$ cat src/rtl/key_conditioner.sv
// key_conditioner: synchronise, debounce and auto-repeat four buttons into prioritised one-hot move pulses.
module key_conditioner #(
  parameter int DEBOUNCE_CYCLES = 16,
  parameter int REPEAT_FIRST = 0,
  parameter int REPEAT_RATE = 1
) (
  input  logic       clk,
  input  logic       reset,
  input  logic [3:0] key_raw,
  input  logic       hold,
  output logic [3:0] key_pulse,
  output logic [3:0] key_level
);
  localparam int DW = $clog2(DEBOUNCE_CYCLES + 1);
  localparam int RMAX = REPEAT_FIRST > REPEAT_RATE ? REPEAT_FIRST : REPEAT_RATE;
  localparam int RW = $clog2(RMAX + 1);
  localparam logic [DW-1:0] DTOP = DW'(DEBOUNCE_CYCLES - 1);
  localparam logic [RW-1:0] RFIRST = RW'(REPEAT_FIRST == 0 ? 0 : REPEAT_FIRST - 1);
  localparam logic [RW-1:0] RNEXT = RW'(REPEAT_RATE - 1);
  logic [3:0] sync1, sync2, level_d, rise, req, grant;
  logic [3:0][DW-1:0] cnt;
  logic [3:0][RW-1:0] rcnt;
  always_comb begin
    rise = key_level & ~level_d;
    for (int k = 0; k < 4; k++)
      req[k] = rise[k] | (REPEAT_FIRST != 0 && key_level[k] && level_d[k] && rcnt[k] == '0);
    grant = req[0] ? 4'b0001 : req[3] ? 4'b1000 : req[2] ? 4'b0100 : req[1] ? 4'b0010 : 4'b0000;
  end
  always_ff @(posedge clk) begin
    if (reset) begin
      sync1 <= '0;
      sync2 <= '0;
      level_d <= '0;
      key_level <= '0;
      key_pulse <= '0;
      cnt <= '0;
      rcnt <= '0;
    end else begin
      sync1 <= key_raw;
      sync2 <= sync1;
      level_d <= key_level;
      key_pulse <= hold ? 4'b0000 : grant;
      for (int k = 0; k < 4; k++) begin
        if (sync2[k] == key_level[k]) cnt[k] <= '0;
        else if (cnt[k] == DTOP) begin
          key_level[k] <= sync2[k];
          cnt[k] <= '0;
        end else cnt[k] <= cnt[k] + DW'(1);
        // timers advance on every request, granted or not, so losers stay on schedule
        if (!key_level[k]) rcnt[k] <= '0;
        else if (rise[k]) rcnt[k] <= RFIRST;
        else if (rcnt[k] == '0) rcnt[k] <= RNEXT;
        else rcnt[k] <= rcnt[k] - RW'(1);
      end
    end
  end
endmodule

$ cat config.mk
export PLATFORM = sky130hd
export DESIGN_NAME = key_conditioner
export DESIGN_NICKNAME = d
export VERILOG_FILES = /design/src/rtl/key_conditioner.sv
export SDC_FILE = /design/constraint.sdc
export NUM_CORES = 1
export LEC_CHECK = 0
export CORE_MARGIN = 2
export CORE_UTILIZATION = 35
export CTS_CLUSTER_SIZE = 12
export DETAILED_ROUTE_END_ITERATION = 10
export MAX_ROUTING_LAYER = met4
export PLACE_DENSITY_LB_ADDON = 0.08
export SETUP_SLACK_MARGIN = 0.3
export SYNTH_ARGS = -nofsm -noshare
export SYNTH_HDL_FRONTEND = slang
export SYNTH_SLANG_ARGS = --single-unit
$ cat constraint.sdc
create_clock -name clk -period 1.9 [get_ports clk]
set_clock_uncertainty 0.15 [all_clocks]
set_input_delay 0.38 -clock clk [delete_from_list [all_inputs] [get_ports clk]]
set_output_delay 0.38 -clock clk [all_outputs]
set_load 0.01 [all_outputs]
==> out/qor.yml <==
timing:
  worst_pin_slew_ns: 0.253
  slew_headroom: 0.831
  rsz0062_at_grt: "true"
  period_needed_ns: 1.56
  setup_viol: 0
  finalCritPeriodShare: 0.820
  drv_slew: 0
  final_hold_viol_count: 0
  fin_tns_setup_ns: 0
  max_freq_mhz: 642
grt:
  grt_util_met1: 0.119
  use_met2: 0.171
  grt_overflow: 0
  grt_pass1_wl_um: 3480
  grt_use_total: 0.113
  gr-usage-met3: 0.0550
  busiest_layer: "met2"
  grt_pass1_vias: 833
  grt_max_degree: 13
  grt_antenna_before_repair: 0
cells_and_area:
  nets: 175
  fillers: 367
  drive_gt1_frac: 0.317
  multi_input_area_um2: 671
  most-common-layout-cells: "30 x dfxtp_1, 15 x nor2_1, 14 x nor2b_1, 10 x nor2_2, 10 x dfxtp_2"
  synthToLayoutAreaGrowth_pct: 34.6
  final_common_cell: "dfxtp_1"
  regArea_um2: 813
  antennaDiodeCount: 0
cts:
  clock_sinks: 40
  clkLatencyLatePin_ns: 0.29
  path_clk_slew_ns: 0.08
  tritoncts: "done"
  root_buffer: "clkbuf_8"
  htreeDepth: 2
  cts_hold_buf: 0
  cts_buffer_depth: 2
  cts_made_buffers: 5
setup_path:
  crit_end: "cnt[8]"
  critPathKind: "flop to flop"
  reg2reg_slack_ns: 0.34
  crit_chain: "ha_4 -> and3_4 -> ha_4 -> or3_4 -> nor2_2"
  crit_cells: 5
  r2r_end: "cnt[8]"
  cp_top_family: "simple AND/OR/NAND/NOR gates"
  crit_fanout: 5
  crit_top_cell: "ha_4"
  crit_slowest_cell: "or3_4"
  worstPathArrival_ns: 1.63
  end_kind: "flop"
  max_stage_delay_ns: 0.41
  cp.required_ns: 1.98
  r2r_start: "cnt[6]"
  worstPathBufferInverterCount: 0
  start_kind: "flop"
  worstRegToRegCells: 5
  critPathLaunch: "cnt[6]"
yosys:
  ys_async_sr_fraction: 0
  ys.flop_type: "dfxtp_1"
  synth_edf_count: 0
  ys_seq_area_frac: 0.569
  synth_area_leaders: "dfxtp_1 57%, ha_1 7.1%, nor2_1 6.7%"
  synth-seq-cells: 40
  synth_area_per_cell_um2: 10.7
  yosys_warnings: 0
  synthesis.nets: 147
  ys_types: 18
  yosysTopAreaCell: "dfxtp_1"
  synthCells: 132
  synth_top_area_share: 0.569
  synth_area_um2: 1410
routing:
  via_per_inst: 4.37
  antenna_left: 0
  drcViolationCount: 0
  post_drt_wl_per_cell_um: 10.2
  drt_iter0_markers: 15
  finalWirelength_um: 2150
  firstDrtPassIters: 3
  vias: 923
floorplanning:
  ioPinCount: 15
  die_height_um: 67.4
  start_util: 0.357
  core_area_um2: 3940
  die_area_um2: 4540
  rows: 23
  die_w_um: 67.4
run_status:
  status: "completed"
pwr:
  total_power_mw: 1.58
  power_leakage_nw: 0.715
  p_per_area_nw_per_um2: 832
  ir_drop_mv: 0.428
job:
  maxCapViolCount: 0
worst_hold_path:
  hold_path.class: "flop to flop"
place:
  dp_hpwl_um: 1450
  gp_congestion: 0.700
  io_buffers: 14
area by class of cell:
| class | count | share of cell area |
|---|---|---|
| clock buffer | 6 | 0.0383 |
| timing repair buffer | 23 | 0.111 |
| sequential | 40 | 0.429 |
| multi-input combinational | 82 | 0.354 |
| clock inverter | 2 | 0.0185 |
| inverter | 8 | 0.0159 |
| tap | 50 | 0.0330 |
metrics by stage:
step | cell area (um^2) | setup WS, ns | instances | util | hold WS, ns
floorplan | 1410 | 0.333 | 132 | - | 0.224
global placement | 1630 | 0.132 | 197 | 0.413 | 0.227
detailed placement | 1630 | 0.128 | 197 | 0.413 | 0.242
CTS | 1810 | 0.301 | 209 | 0.458 | 0.244
global route | 1890 | 0.298 | 211 | 0.480 | 0.259
finish | 1890 | 0.342 | 211 | 0.480 | 0.237
routing by layer:
| layer | share of wire | vias up |
|---|---|---|
| met5 | 0 | - |
| li1 | - | 472 |
| met1 | 0.46 | 429 |
| met3 | 0.049 | 6 |
| met4 | 0.026 | 0 |
| met2 | 0.47 | 16 |
cells in the mapped netlist, types with 2 or more instances:
cell type and instances:
and3_1 4, dfxtp_1 40, or2b_1 2, xnor2_1 8
nor2_1 25, inv_1 8, nor2b_1 14, nand3_1 5
ha_1 8, or3_4 4, mux2i_1 4, xor2_1 4
cells by family (layout without fill, tap and decap cells):
family / after synthesis / count (layout) / synth area share
XOR/XNOR: 12 / 12 / 0.0747
multiplexers: 4 / 4 / 0.0284
flip-flops: 40 / 40 / 0.569
adder cells (fa/ha/maj): 8 / 8 / 0.0711
buffers and inverters: 10 / 39 / 0.0329
AND/OR/NAND/NOR: 58 / 58 / 0.224
where the power goes:
group          switching [mW]  internal, mW  leakage, nW
Combinational          0.0205        0.0321        0.331
Clock                   0.279         0.390       0.0552
Sequential            0.00539         0.849        0.329
Total                   0.305          1.27        0.715
worst min-delay path by stage:
stage | startpoint | to | slack (ns) | cells past startpoint
floorplan | level_d[1] | key_pulse[1] | 0.22 | 1
global placement | level_d[1] | key_pulse[1] | 0.23 | 1
detailed placement | level_d[1] | key_pulse[1] | 0.24 | 1
CTS | level_d[1] | key_pulse[1] | 0.24 | 1
global route | level_d[1] | key_pulse[1] | 0.26 | 1
finish | level_d[1] | key_pulse[1] | 0.24 | 1
repair_timing:
item,in CTS,in global routing
endpoints found under the setup margin,28,18
pin swaps,12,11
setup buffers,4,2
resized for setup,27,17
flip-flops by register name, indices dropped and copies added (netlist names):
name	flops
cnt	20
key_level	4
key_pulse	4
level_d	4
sync1	4
sync2	4
(Power assumes the default switching activity.)
